$ cat src/rtl/cache_mem_responder.sv
// cache_mem_responder: memory-side responder for the icache/dcache request
// protocol. It arbitrates between the two caches and runs one fixed-latency
// RAM access at a time: IDLE (grant) -> BUSY (LAT cycles) -> DONE (wait low).
module cache_mem_responder #(
  parameter int LAT = 2
) (
  input  logic        CLK,
  input  logic        RST,
  input  logic        iREN,
  input  logic [31:0] iaddr,
  output logic        iwait,
  output logic [31:0] iload,
  input  logic        dREN,
  input  logic        dWEN,
  input  logic [31:0] daddr,
  input  logic [31:0] dstore,
  output logic        dwait,
  output logic [31:0] dload,
  output logic        ramREN,
  output logic        ramWEN,
  output logic [31:0] ramaddr,
  output logic [31:0] ramstore,
  input  logic [31:0] ramload
);

  typedef enum logic [1:0] {
    ST_IDLE = 2'd0,
    ST_BUSY = 2'd1,
    ST_DONE = 2'd2
  } state_t;

  localparam logic       OWN_I    = 1'b0;
  localparam logic       OWN_D    = 1'b1;
  localparam logic       OP_READ  = 1'b0;
  localparam logic       OP_WRITE = 1'b1;
  // The last BUSY cycle is the one in which the counter reads LAT-1.
  localparam logic [7:0] LAST_CNT = 8'(LAT - 1);

  state_t      r_state;
  logic        r_owner;
  logic        r_op;
  logic        r_last_owner;
  logic [7:0]  r_cnt;
  logic [31:0] r_addr;
  logic [31:0] r_store;
  logic [31:0] r_rdata;
  logic        r_iwait;
  logic        r_dwait;
  logic        r_ramREN;
  logic        r_ramWEN;

  logic w_ireq;
  logic w_dreq;
  logic w_any_req;
  logic w_grant_d;

  // Request decode and arbitration: on a tie the port that was not served
  // last wins, so each port waits at most one foreign transaction.
  always_comb begin
    w_ireq    = iREN;
    w_dreq    = dREN | dWEN;
    w_any_req = w_ireq | w_dreq;
    w_grant_d = w_dreq & (~w_ireq | (r_last_owner == OWN_I));
  end

  // Transaction sequencer; all outputs are registered so the RAM strobes and
  // the wait pulse line up exactly with the BUSY and DONE cycles.
  always_ff @(posedge CLK or posedge RST) begin
    if (RST) begin
      r_state      <= ST_IDLE;
      r_owner      <= OWN_I;
      r_op         <= OP_READ;
      r_last_owner <= OWN_I;
      r_cnt        <= 8'd0;
      r_addr       <= 32'd0;
      r_store      <= 32'd0;
      r_rdata      <= 32'd0;
      r_iwait      <= 1'b1;
      r_dwait      <= 1'b1;
      r_ramREN     <= 1'b0;
      r_ramWEN     <= 1'b0;
    end else begin
      case (r_state)
        ST_IDLE: begin
          r_iwait <= 1'b1;
          r_dwait <= 1'b1;
          if (w_any_req) begin
            // The address/data registers feed the RAM directly, so they
            // only change here and hold their value outside BUSY.
            r_owner  <= w_grant_d ? OWN_D : OWN_I;
            r_op     <= (w_grant_d & dWEN) ? OP_WRITE : OP_READ;
            r_addr   <= w_grant_d ? daddr : iaddr;
            r_store  <= dstore;
            r_cnt    <= 8'd0;
            r_ramREN <= ~(w_grant_d & dWEN);
            r_ramWEN <= w_grant_d & dWEN;
            r_state  <= ST_BUSY;
          end
        end
        ST_BUSY: begin
          r_cnt <= r_cnt + 8'd1;
          if (r_cnt == LAST_CNT) begin
            if (r_op == OP_READ) begin
              r_rdata <= ramload;
            end
            r_ramREN <= 1'b0;
            r_ramWEN <= 1'b0;
            if (r_owner == OWN_D) begin
              r_dwait <= 1'b0;
            end else begin
              r_iwait <= 1'b0;
            end
            r_state <= ST_DONE;
          end
        end
        ST_DONE: begin
          r_iwait      <= 1'b1;
          r_dwait      <= 1'b1;
          r_last_owner <= r_owner;
          r_state      <= ST_IDLE;
        end
        default: begin
          r_state  <= ST_IDLE;
          r_iwait  <= 1'b1;
          r_dwait  <= 1'b1;
          r_ramREN <= 1'b0;
          r_ramWEN <= 1'b0;
        end
      endcase
    end
  end

  // Both caches see the same read-data register; it is only meaningful in
  // the owner's DONE cycle.
  always_comb begin
    iwait    = r_iwait;
    dwait    = r_dwait;
    iload    = r_rdata;
    dload    = r_rdata;
    ramREN   = r_ramREN;
    ramWEN   = r_ramWEN;
    ramaddr  = r_addr;
    ramstore = r_store;
  end

endmodule

$ cat config.mk
export PLATFORM = sky130hd
export DESIGN_NAME = cache_mem_responder
export DESIGN_NICKNAME = d
export VERILOG_FILES = /design/src/rtl/cache_mem_responder.sv
export SDC_FILE = /design/constraint.sdc
export NUM_CORES = 1
export LEC_CHECK = 0
export CAP_MARGIN = 0
export CORE_ASPECT_RATIO = 0.6
export CORE_UTILIZATION = 42
export DETAILED_ROUTE_END_ITERATION = 16
export PLACE_DENSITY_LB_ADDON = 0.08
export SLEW_MARGIN = 20
export SYNTH_ARGS = -nofsm -noshare
export SYNTH_HDL_FRONTEND = slang
export SYNTH_SLANG_ARGS = --single-unit
$ cat constraint.sdc
create_clock -name CLK -period 6.7 [get_ports CLK]
set_clock_uncertainty 0.2 [all_clocks]
set_input_delay 2.01 -clock CLK [delete_from_list [all_inputs] [get_ports CLK]]
set_output_delay 2.01 -clock CLK [all_outputs]
set_load 0.005 [all_outputs]
---- Word-level counts from Yosys, hierarchy flattened ----
Index checks and enable logic that the tools add are counted.
storage, ports and cells
  logic and storage cells ................. 58
  output and inout bits ................... 132
  input bits .............................. 133
  register bits after elaboration ......... 113
cells by class
  $add $sub $neg .......................... 1
  muxes and demuxes ....................... 19
  equality and inequality tests ........... 7
  reduce and logical (&&, ||, !) cells .... 9
  bitwise logic cells ..................... 10
operators by type and width
  operator                                                          number
  32-bit 2-to-1 mux                                                 1
  8-bit one-hot mux with 2 select lines                             1
  1-bit 2-to-1 mux                                                  11
  2-bit AND reduction                                               5
  8-bit by 1-bit adder with 8-bit output (second input constant)    1
  8-bit by 1-bit == test with 1-bit output (second input constant)  1
  8-bit 2-to-1 mux                                                  1
  2-bit != test (second input constant)                             4
  1-bit one-hot mux with 3 select lines                             2
  3-bit AND reduction                                               2
  1-bit inverter                                                    5
  2-bit 2-to-1 mux                                                  2
  2-bit one-hot mux with 2 select lines                             1
  1-bit bitwise OR                                                  3
  1-bit bitwise AND                                                 2
  2-bit by 1-bit == test with 1-bit output (second input constant)  1
  2-bit == test (second input constant)                             1
  2-bit logical NOT                                                 1
  2-bit nonzero test                                                1

---- Logic depth before layout (Yosys ltp) ----
  depth in word-level cells ............... 7
  gate-level depth with buffers ........... 7
  gate-level depth less buffers ........... 6

---- Worst setup path before layout ----
Ideal clock, no wire load.
  kind .................................... input -> register
  start ................................... input dREN
  end ..................................... register r_store[10], in the netlist ramstore[10]
  data required time ...................... 6375 ps
  path slack .............................. 3370 ps
  library setup time ...................... 125 ps
  cell stages on the path ................. 5
  buffers on the path ..................... 2
  arrival time ............................ 3006 ps
  cells stage by stage .................... nor3_1 -> or3_1 -> buf_2 -> buf_2 -> mux2_2
on the way
  word-level cells in the longest chain between the ends .. 3
ends and longest elaborated chain
  what                                  line  text
  start, declared                       13    input logic dREN,
  1-bit bitwise OR                      61    w_dreq = dREN | dWEN;
  1-bit bitwise OR                      62    w_any_req = w_ireq | w_dreq;
  2-bit AND reduction (no source line)  -
  end signal, assigned                  93    r_store <= dstore;
  end, declared                         45    logic [31:0] r_store;
No other way between the ends.
A chain may end at the register's enable or synchronous reset.

---- Final worst setup path ----
  start ................................... input dWEN
  end ..................................... register r_store[27], in the netlist ramstore[27]
on the way
  word-level cells in the longest chain between the ends .. 3
ends and longest elaborated chain
  what                                  line  text
  start, declared                       14    input logic dWEN,
  1-bit bitwise OR                      61
  1-bit bitwise OR                      62
  2-bit AND reduction (no source line)  -
No other way between the ends.

==> results.txt <==
The flow ran to the end, and the final reports show no timing, DRC or antenna violations. In this run the post-CTS setup repair buffer count came out at 0. The area share of xor/xnor cells in the synthesized design was 0; the total power consumption of the routed design was 1.78 mW. The worst register-to-register path begins at r_cnt[1]. The run gives 0 as the number of nets with antenna violations after routing.

The run gives 2830 sq um as the sequential cell area. Once the clock tree was built, the resizer swapped 0 gates to a different size. The logs give 1710 sq um for the area occupied by multi-input gates and 3691 for the routed via count.

For this run, the number of Yosys warnings is 0. The number of nets in the synthesized netlist is 525. For this run the aggregate overflow at the end of global routing stands at 0. At the pin with the least slew margin, the transition time is 1.07 ns.

The tools report the initial antenna violation count as 0. Summing every instance area after synthesis gives 4900 sq um. The total number of nets in the final design is 758, and the number of flops mapped to enable cells by yosys is 0. The cell sitting at the root of the clock tree is a clkbuf_16. The multiplexer area fraction after synthesis came out at 0.219.

The tools report the data required time of the critical path as 6.78 ns. Max-cap violations in this run came to 0. Setup violations remaining at the end of the flow were counted as 0. Counting the fill cells in the layout gives 832.

In this run, synthesis produced a sequential element count of 113. Leaving out fill and tap cells, the most frequent cell in the layout is clkdlybuf4s50_1. For this run, the top clock speed supported by timing is 0.252 GHz. The source-to-sink clock delay at the later pin of the worst-skew pair is 0.39 ns, and the post-synthesis cell type count is 30.

Proportion of layout cells with a drive suffix above 1: 0.156. The quantity of I/O buffers inserted on ports came out at 264. For this design the static power due to leakage is 3.64 nW. Row count: 30. The logs give 0.432 for the effective utilization at floorplan and 17 for the number of buffers added by the clock tree synthesis step. The final max-slew violation count came out at 0.

VDD sags by at most 207 uV. The total negative slack for setup checks was 0 ns; the maximum clock path buffer count was 2. For the post-route worst hold slack, the log shows 0.274 ns.

In the layout the commonest cells are clkdlybuf4s50_1 (264), dfrtp_1 (111), mux2_2 (59), nand2_1 (41), o21ai_0 (39). For the first-pass iteration count of the detailed router, the log shows 4. The congestion estimate from routability-driven global placement came to 0.754. Power spread over the standard cell area amounts to 223 nW/um^2. The clock net in this run drives a total of 113 sinks. The worst hold path terminates at ramWEN. The adder and majority gate portion of the synthesized area came out at 0.00510. The detailed router finished its first iteration with 96 violations. STA classifies the critical path startpoint as an input pin. The worst slew slack as a fraction of its limit is 0.285, and the H-tree depth is 4.

The run gives 3769 as the number of global-route vias before repair. TritonCTS built the clock tree. The wire length of the first global-routing pass is 19.4 mm, and the hold-fix buffer count after cts is 0. Detailed placement finished with a half-perimeter wire length of 9.32 mm. The worst setup path is of the input pin to register kind. For this block, the routed nets add up to 12.8 mm of wire. Using the TritonRoute via totals, the vias-per-cell ratio works out to 4.65. The arrival time at the worst endpoint was 4.04 ns; the final count of hold timing violations was 0. From bottom edge to top edge, the die measures 85.7 um. The overall die area was 12100 sq um. After synthesis, the largest family of logic cells by area is multiplexers. The fraction of the mapped netlist area in compound gates was 0.0595.

The path type of the worst min-delay path is register to register. For the finished layout, the period the worst path requires is 3.96 ns. The largest net degree at the start of global routing is 108, and the die extent in x is 141 um. In the final routed layout, each cell accounts on average for 16.2 um. The number of instances on the worst hold path was 1; the count of cells along the worst register-to-register path was 7.

The peak fanout along the critical path was 57. The fraction of the yosys area taken by sequential cells is 0.577, and the overall track demand over capacity in global routing is 0.212. 0 antenna diodes ended up in the layout.

The clock transition time at the flip-flop clock pins of the worst setup and hold paths was 0.05 ns. Setup slack on the worst reg-to-reg path comes out at 4.36 ns. The simple-gate portion of the synthesized area was 0.0630; the average footprint of a synthesized cell was 12.6 sq um. Setup repair after global routing left no endpoint under its margin. The worst setup path is captured at a register.

Compared with the post-synthesis result, the final layout area differs by 63.1%. The final period utilization works out to 0.591. The run gives 11300 sq um as the area inside the core boundary.

The area share of the leading cell type in the synthesized netlist is 0.567, and the synthesized instance count is 390. The async set-reset flop share out of synthesis was 1.00. For this run, the leading register cell type out of synthesis is dfrtp_1.

The endpoint identified for the worst register-to-register timing path is dload[14]. In the routed design, unresolved DRC markers number 0. For this design the top-level I/O count stands at 265.

The startpoint identified for the worst hold timing path is ramWEN. By area the synthesized netlist is led by dfrtp_1 (57%), mux2_2 (14%), mux2i_1 (6.7%). The post-synthesis cell type with the largest combined area is dfrtp_1.
[critical path, cell delays in order]
cell	delay [ns]
clkdlybuf4s50_1	0.47
nor3_1	0.27
or3_4	0.61
buf_12	0.29
mux2_2	0.36
[kinds of logic after synthesis]
family | after synthesis
AO/OA/AOI/OAI | 53
adder cells (fa/ha/maj) | 2
buffers and inverters | 57
flip-flops | 113
multiplexers | 99
AND/OR/NAND/NOR | 66
[through the flow]
stage / utilization / worst slack [ns] / cells / cell area [sq um]
global placement: 0.654 / 2.35 / 763 / 7410
detailed placement: 0.654 / 2.28 / 763 / 7410
floorplan: - / 1.51 / 390 / 4900
finish: 0.705 / 2.74 / 793 / 8000
global route: 0.705 / 2.59 / 793 / 8000
CTS: 0.703 / 2.69 / 792 / 7970
[per-layer routing]
metal	wire, um	global-route usage	up-vias
met1	5170	0.252	1775
li1	-	-	1775
met5	0	0	-
met4	92	0.0616	0
met3	1260	0.0949	7
met2	6290	0.349	134
[synthesized netlist by cell type (3+ instances only)]
| cell type | instances |
|---|---|
| nand3_1 | 5 |
| buf_4 | 32 |
| dfrtp_1 | 111 |
| buf_2 | 13 |
| clkbuf_1 | 5 |
| mux2i_1 | 33 |
| o21ai_0 | 39 |
| inv_1 | 4 |
| buf_6 | 3 |
| mux2_2 | 59 |
| a21o_1 | 4 |
| nand2_1 | 41 |
| mux2_1 | 7 |
| nor2_1 | 3 |
| a21oi_1 | 4 |
| nor3_1 | 5 |
[sequential cells by signal (all words and copies together) (netlist names)]
register	cells
ramstore	32
r_state	2
iwait	1
dwait	1
ramaddr	32
ramREN	1
r_owner	1
r_last_owner	1
r_cnt	8
ramWEN	1
r_op	1
dload	32
[final cells by class]
| type | instances | share of cell area |
|---|---|---|
| Clock inverter | 6 | 0.00688 |
| Sequential cell | 113 | 0.354 |
| Tap cell | 160 | 0.0250 |
| Timing Repair Buffer | 267 | 0.335 |
| Inverter | 4 | 0.00250 |
| Clock buffer | 23 | 0.0635 |
| Multi-Input combinational cell | 220 | 0.213 |
[worst max path at each step]
stage,start,end,slack [ns],cells past startpoint
5_1_grt,dWEN,ramstore[31],2.59,5
6_report,dWEN,ramstore[27],2.74,5
2_1_floorplan,RST,dload[0],1.51,1
3_3_place_gp,dWEN,ramstore[27],2.35,4
4_1_cts,dWEN,ramstore[31],2.69,4
3_5_place_dp,dWEN,ramstore[7],2.28,4
[power by group]
part | leakage (nW) | internal (mW) | switching, mW
sequential | 1.41 | 0.714 | 0.0160
clock | 0.286 | 0.559 | 0.285
combinational | 1.94 | 0.141 | 0.0650
total | 3.64 | 1.41 | 0.366
Power figures use the tool's default switching activity.
